## src/rtl/dpcm_scheduler.sv

```systemverilog
`timescale 1ns/1ps
`default_nettype none
// ============================================================================
// dpcm_scheduler : round-robin time-multiplexer of one shared DPCM datapath
// Rev 1.0
// ============================================================================
module dpcm_scheduler #(
    parameter int NCH = 4,
    parameter int W   = 8
) (
    input  logic                   clk,
    input  logic                   rst,
    input  logic [NCH-1:0]         req_valid,
    output logic [NCH-1:0]         req_ready,
    input  logic [NCH*W-1:0]       req_data,
    input  logic                   ctx_clr,
    output logic [W-1:0]           dp_word_now,
    output logic [W-1:0]           dp_word_before,
    input  logic [W-1:0]           dp_result,
    output logic                   out_valid,
    input  logic                   out_ready,
    output logic [W-1:0]           out_data,
    output logic [$clog2(NCH)-1:0] out_ch
);

    localparam int CW = $clog2(NCH);

    typedef enum logic [1:0] {
        S_IDLE = 2'd0,
        S_CALC = 2'd1,
        S_OUT  = 2'd2
    } state_t;

    state_t        state_q;
    logic [W-1:0]  ctx_q [NCH];
    logic [W-1:0]  cur_q;
    logic [W-1:0]  now_hold_q;
    logic [W-1:0]  before_hold_q;
    logic [W-1:0]  out_data_q;
    logic [CW-1:0] ch_q;
    logic [CW-1:0] rr_ptr_q;
    logic [CW-1:0] out_ch_q;
    logic          out_valid_q;

    logic [CW-1:0] grant_d;
    logic [CW-1:0] idx_d;
    logic          found_d;
    logic [W-1:0]  sample_d;

    // First requester at or after rr_ptr, wrapping modulo NCH.
    always_comb begin
        grant_d = rr_ptr_q;
        found_d = 1'b0;
        idx_d   = '0;
        for (int k = 0; k < NCH; k++) begin
            idx_d = CW'((int'(rr_ptr_q) + k) % NCH);
            if (!found_d && req_valid[idx_d]) begin
                found_d = 1'b1;
                grant_d = idx_d;
            end
        end
    end

    assign sample_d = req_data[int'(grant_d)*W +: W];

    always_comb begin
        req_ready = '0;
        if (state_q == S_IDLE && found_d) begin
            req_ready[grant_d] = 1'b1;
        end
    end

    // The shared unit sees live operands only in CALC; otherwise the last pair is held.
    assign dp_word_now    = (state_q == S_CALC) ? cur_q        : now_hold_q;
    assign dp_word_before = (state_q == S_CALC) ? ctx_q[ch_q]  : before_hold_q;

    assign out_valid = out_valid_q;
    assign out_data  = out_data_q;
    assign out_ch    = out_ch_q;

    always_ff @(posedge clk or negedge rst) begin
        if (!rst) begin
            state_q       <= S_IDLE;
            cur_q         <= '0;
            now_hold_q    <= '0;
            before_hold_q <= '0;
            out_data_q    <= '0;
            ch_q          <= '0;
            rr_ptr_q      <= '0;
            out_ch_q      <= '0;
            out_valid_q   <= 1'b0;
            for (int i = 0; i < NCH; i++) begin
                ctx_q[i] <= '0;
            end
        end else begin
            case (state_q)
                S_IDLE: begin
                    if (found_d) begin
                        cur_q   <= sample_d;
                        ch_q    <= grant_d;
                        state_q <= S_CALC;
                    end
                end
                S_CALC: begin
                    now_hold_q    <= cur_q;
                    before_hold_q <= ctx_q[ch_q];
                    out_data_q    <= dp_result;
                    out_ch_q      <= ch_q;
                    out_valid_q   <= 1'b1;
                    ctx_q[ch_q]   <= cur_q;
                    state_q       <= S_OUT;
                end
                S_OUT: begin
                    if (out_ready) begin
                        out_valid_q <= 1'b0;
                        rr_ptr_q    <= (ch_q == CW'(NCH - 1)) ? '0 : ch_q + 1'b1;
                        state_q     <= S_IDLE;
                    end
                end
                default: state_q <= S_IDLE;
            endcase
            // Placed last so a clear overrides the CALC context write.
            if (ctx_clr) begin
                for (int i = 0; i < NCH; i++) begin
                    ctx_q[i] <= '0;
                end
            end
        end
    end

endmodule
`default_nettype wire
```

## config.mk

```make
export PLATFORM = sky130hd
export DESIGN_NAME = dpcm_scheduler
export DESIGN_NICKNAME = d
export VERILOG_FILES = /design/src/rtl/dpcm_scheduler.sv
export SDC_FILE = /design/constraint.sdc
export NUM_CORES = 1
export LEC_CHECK = 0
export ABC_AREA = 1
export ABC_CLOCK_PERIOD_IN_PS = 2700
export CORE_MARGIN = 1.5
export CORE_UTILIZATION = 55
export CTS_CLUSTER_DIAMETER = 30
export CTS_CLUSTER_SIZE = 30
export DETAILED_ROUTE_END_ITERATION = 7
export GPL_TIMING_DRIVEN = 0
export PLACE_DENSITY = 0.91
export SYNTH_ARGS = -nofsm -noshare
export SYNTH_HDL_FRONTEND = slang
export SYNTH_SLANG_ARGS = --single-unit
```

## constraint.sdc

```tcl
create_clock -name clk -period 2.7 [get_ports clk]
set_input_delay 0.405 -clock clk [delete_from_list [all_inputs] [get_ports clk]]
set_output_delay 0.405 -clock clk [all_outputs]
set_load 0.02 [all_outputs]
```

Word level (Yosys, flattened, before mapping)
Index checks and enable logic that the tools add are counted.
W data, S select, Z words.
Storage, ports and cells
  register bits: 73
  bits of input ports: 48
  output and inout port bits: 31
  word-level logic and storage cells: 82
Cells by class
  add/sub/neg operators: 4
  $lt $le $gt $ge: 8
  equal/unequal tests: 5
  shift-type cells: 1
  multiplexer cells: 34
  bitwise logic cells: 1
  reduce and logical (&&, ||, !) cells: 16
Operators by type and width (count)
  $mux W32: 2
  $mux W8: 5
  $bwmux W32: 1
  $shiftx A32 B6 Y8: 1
  $bmux W8 S2: 1
  $demux W8 S2: 1
  $lt A2 B3 Y1 const B: 5
  $mux W2: 6
  $mux W1: 10
  $bmux W1 S2: 4
  $reduce_and A2 Y1: 4
  $logic_and A1 B1 Y1: 6
  $pmux W2 S3: 1
  $add A2 B1 Y2 const B: 2
  $add A2 B2 Y2 const B: 2
  $eq A2 B2 Y1 const B: 2
  $mux W4: 1
  $ne A2 B2 Y1 const B: 2
  $reduce_bool A2 Y1: 2
  $ge A3 B3 Y1 const B: 1
  $logic_not A1 Y1: 3
  $lt A3 B1 Y1 const B: 1
  $not A2 Y3: 1
  $demux W1 S2: 1
  other kinds (4): 4

Depth between registers and ports, before layout
  depth in word-level cells: 17
  mapped depth: 16
  gate-level depth less buffers: 14

Worst setup path before layout
OpenSTA, ideal clock, no wires.
  kind: register to output
  from: register state_q[1]
  to: output dp_word_before[2]
  arrival: 1987 ps
  data required time: 2295 ps
  setup slack: 308 ps
  cell stages (with the launch flop): 5
  buffers on the path: 1
  cell sequence: dfrtp_1 -> nor2_1 -> inv_1 -> clkbuf_1 -> o311ai_0
Between the ends
  cells in the longest elaborated chain, start to end: 2
RTL lines
  from (decl): line 34  | state_t state_q;
  from (signal assigned): line 83  | state_q <= S_IDLE;
  from (signal assigned): line 101  | state_q <= S_CALC;
  from (signal assigned): line 111  | state_q <= S_OUT;
  $eq A2 B1 Y1: line 75  | assign dp_word_before = (state_q == S_CALC) ? ctx_q[ch_q] : before_hold_q;
  $mux W8: line 75
  to (decl): line 18  | output logic [W-1:0] dp_word_before,
No other way between the ends.

Final worst setup path
  from: register rr_ptr_q[1]
  to: output req_ready[3]
Between the ends
  cells in the longest elaborated chain, start to end: 17
  elaborated cells between the ends (all ways): 31
  those cells by class: add/sub: 3; order compare: 2; mux: 18; reduce/logical: 8
RTL lines
  from (decl): line 41  | logic [CW-1:0] rr_ptr_q;
  from (signal assigned): line 116  | rr_ptr_q <= (ch_q == CW'(NCH - 1)) ? '0 : ch_q + 1'b1;
  parallel branches: the longest is 16 deep, another holds $lt A2 B3 Y1
  $mux W4 *: line 68  | if (state_q == S_IDLE && found_d) begin
  to (decl): line 14  | output logic [NCH-1:0] req_ready,
Mark *: on every way between the ends. The select of a mux whose other input is x is not followed.

==> results.py <==
metrics = {
    "status": {
        "status": "finished with violations",
        "failed_checks": "DRC",
    },
    "grt": {
        "grt_overflow": 0,
        "grt_pass1_wl_mm": 17.2,
        "grt_max_degree": 74,
        "antenna_found_initial": 0,
        "grt_usage": 0.303,
        "grt_pass1_vias": 3685,
    },
    "finish": {
        "drive_gt1_frac": 0.151,
        "synthToLayoutAreaGrowth_pct": 32.7,
        "nNetsFinal": 617,
        "finalNonFillerCells": 647,
        "final_cell_mix": "nand2_1, dfrtp_1, nand3_1",
        "layout_commonest_cell": "nand2_1",
        "diodes": 0,
    },
    "timing": {
        "skew_ns": 0.00551,
        "fin_crit_sh": 0.984,
        "timing.final.ws_setup_ns": 0.0421,
        "fmax_mhz": 376,
        "setup_viol_count_final": 0,
        "worstMarginPinSlew_ns": 0.890,
        "fin_setup_tns_ns": 0,
        "final_max_slew_viol_count": 0,
        "period_needed_ns": 2.66,
        "finalHoldViolations": 0,
        "slew_headroom": 0.406,
        "rsz0062_at_grt": "true",
    },
    "clock_tree": {
        "clkLatencyLatePin_ns": 0.36,
        "clkSinkCount": 73,
        "htree_levels": 3,
        "cts_tree": "yes",
        "cts_buffers": 9,
        "root_buffer": "clkbuf_8",
        "clk_pin_slew_worst_paths_ns": 0.08,
        "clock_path_buffers": 2,
    },
    "drt": {
        "routed-via-count": 3845,
        "viasPerCell": 5.94,
        "drt_pre_antenna_iters": 8,
        "post_drt_wl_per_cell_um": 16.6,
        "drcViolationCount": 3,
        "ant_nets": 0,
        "drt_iter0_markers": 410,
        "wirelength_mm": 10.7,
    },
    "synthesis": {
        "yosysUniqueCellTypes": 30,
        "syn_area_um2": 3760,
        "syn-num-nets": 518,
        "synth-seq-cells": 73,
        "ys_seq_area_frac": 0.486,
        "synthesis.instances": 466,
        "ys_warn_count": 0,
        "synth.avg_cell_area_um2": 8.06,
    },
    "worst_setup_path": {
        "timing.critical_path.from_type": "flop",
        "rr_startpoint": "rr_ptr_q[1]$_DFFE_PN0P_",
        "cpPeakStageDelay_ns": 0.40,
        "crit_chain": "buf_6, inv_6, nand2_1, nand2_2, nand2_2, nand2_4, nand2_2, nand2_1, nand3_1, nand3_2, nand2_4, nor2_4, inv_2, nor2_1, buf_4",
        "worst-path-buf-inv": 4,
        "worstPathArrival_ns": 2.25,
        "end_kind": "primary output",
        "required_ns": 2.30,
        "rr_endpoint": "cur_q[7]$_DFFE_PN0P_",
        "rrSetupSlack_ns": 0.69,
        "slowest_stage": "dfrtp_1",
        "reg2reg_depth": 15,
        "crit_fanout": 9,
        "cp_common_cell": "nand2_2",
        "crit_type": "flop to primary output",
        "cpLargestDelayFamily": "simple AND/OR/NAND/NOR gates",
    },
    "floorplanning": {
        "die_h_um": 85.6,
        "start_util": 0.582,
        "core_area_um2": 6460,
        "die_area_um2": 7330,
        "rows": 29,
        "pin_count": 79,
        "die_w_um": 85.6,
    },
    "power_and_ir_drop": {
        "power_leakage_uw": 0.00242,
        "p_per_area_nw_per_um2": 1280,
        "peakVddDrop_mv": 0.814,
    },
    "worst_hold_path": {
        "min_path_type": "input port to asynchronous set/reset pin",
    },
    "place": {
        "hpwl_mm": 7.41,
        "dp.cells": 621,
        "port_buffers": 78,
        "place_ws_ns": -0.456,
        "place_congestion": 0.875,
    },
    "job": {
        "drv_cap": 0,
    },
}
==> through the flow <==
| step | total power [uW] | cell area, um2 | hold slack, ns | utilization |
|---|---|---|---|---|
| floorplan | 3940 | 3760 | 0.109 | - |
| global placement | 5040 | 4630 | 0.454 | 0.717 |
| detailed placement | 5170 | 4630 | 0.458 | 0.717 |
| CTS | 6190 | 4910 | 0.194 | 0.760 |
| global route | 6800 | 4990 | 0.228 | 0.772 |
| finish | 6400 | 4990 | 0.164 | 0.772 |
==> synth_stat cells <==
library cell / n / share of area
a21oi_1: 5 / 0.0067
a31oi_1: 2 / 0.0033
buf_1: 1 / 0.0010
buf_2: 1 / 0.0013
buf_4: 2 / 0.0040
buf_6: 5 / 0.015
clkbuf_1: 9 / 0.0090
clkinv_1: 3 / 0.0030
dfrtp_1: 73 / 0.49
ha_1: 4 / 0.013
inv_1: 29 / 0.029
inv_2: 3 / 0.0030
inv_4: 1 / 0.0017
nand2_1: 163 / 0.16
nand2_2: 11 / 0.018
nand2_4: 2 / 0.0060
nand3_1: 70 / 0.093
nand3_2: 3 / 0.0080
nand4_1: 1 / 0.0017
nand4_4: 2 / 0.011
nor2_1: 11 / 0.011
nor2_4: 2 / 0.0060
nor3_2: 1 / 0.0027
o211ai_1: 6 / 0.012
o21a_1: 1 / 0.0020
o21ai_0: 28 / 0.037
o21ai_1: 2 / 0.0027
o21ai_4: 1 / 0.0043
o22ai_1: 18 / 0.030
o311ai_0: 6 / 0.014
==> cells by family (layout without fill, tap and decap cells) <==
group | after synthesis | in the layout | share of synthesized area
compound gates | 69 | 69 | 0.112
fa+ha+maj | 4 | 4 | 0.0133
simple gates | 266 | 266 | 0.321
buf+inv | 54 | 158 | 0.0669
flops | 73 | 73 | 0.486
==> routing by layer <==
layer  global-route usage  vias to the layer above  part of all wire  wire length (um)
li1                     -                     1756                 -                 -
met1                0.351                     1837              0.38              4050
met2                0.531                      211              0.51              5500
met3               0.0731                       41             0.074               791
met4                0.135                        0             0.036               385
met5                    0                        -                 0                 0
==> layout make-up <==
cell class	count	area (um2)
inverters	36	143
well taps	77	96.3
multi-input cells	339	1730
plain buffers	17	128
clock inverters	6	91.3
clock buffers	10	138
fillers	439	1470
flip-flops and latches	73	1830
repair buffers	89	831
==> flip-flops by register name, summed over array words and instances, names as in the netlist <==
register / flops
out_valid: 1
ctx_q: 32
before_hold_q: 8
out_ch: 2
state_q: 2
cur_q: 8
rr_ptr_q: 2
out_data: 8
ch_q: 2
now_hold_q: 8
==> power breakdown <==
part           internal [uW]  total, uW  leakage [uW]  switching [uW]
Clock                    546        971      0.000105             425
Sequential              1440       1640      0.000953             202
Combinational           1380       3790       0.00136            2420
Total                   3360       6400       0.00242            3040
==> worst reg2reg max path: cells and delay by family, from the launching register on <==
| family | cells | cell delay (ns) |
|---|---|---|
| flops | 1 | 0.40 |
| simple gates | 11 | 0.96 |
| buf+inv | 4 | 0.53 |
==> repair_timing <==
item / 4_1_cts / 5_1_grt
hold buffers: 0 / 0
setup buffers: 4 / 7
resized for setup: 61 / 11
hold endpoints to repair: 0 / 0
setup endpoints to repair: 20 / 6
pin swaps: 4 / 6
==> worst max path at each step <==
stage / start / endpoint / slack (ns) / cells past startpoint
detailed placement: req_valid[2] / req_ready[3] / -0.46 / 12
global placement: rst / now_hold_q[3]$_DFF_PN0_ / -1.11 / 1
floorplan: state_q[1]$_DFFE_PN0P_ / dp_word_before[2] / 0.31 / 4
finish: rr_ptr_q[1]$_DFFE_PN0P_ / req_ready[3] / 0.04 / 15
global route: rr_ptr_q[1]$_DFFE_PN0P_ / req_ready[3] / -0.08 / 15
CTS: rr_ptr_q[1]$_DFFE_PN0P_ / req_ready[3] / 0.03 / 13
No activity file was read; power rests on OpenSTA's default activity.
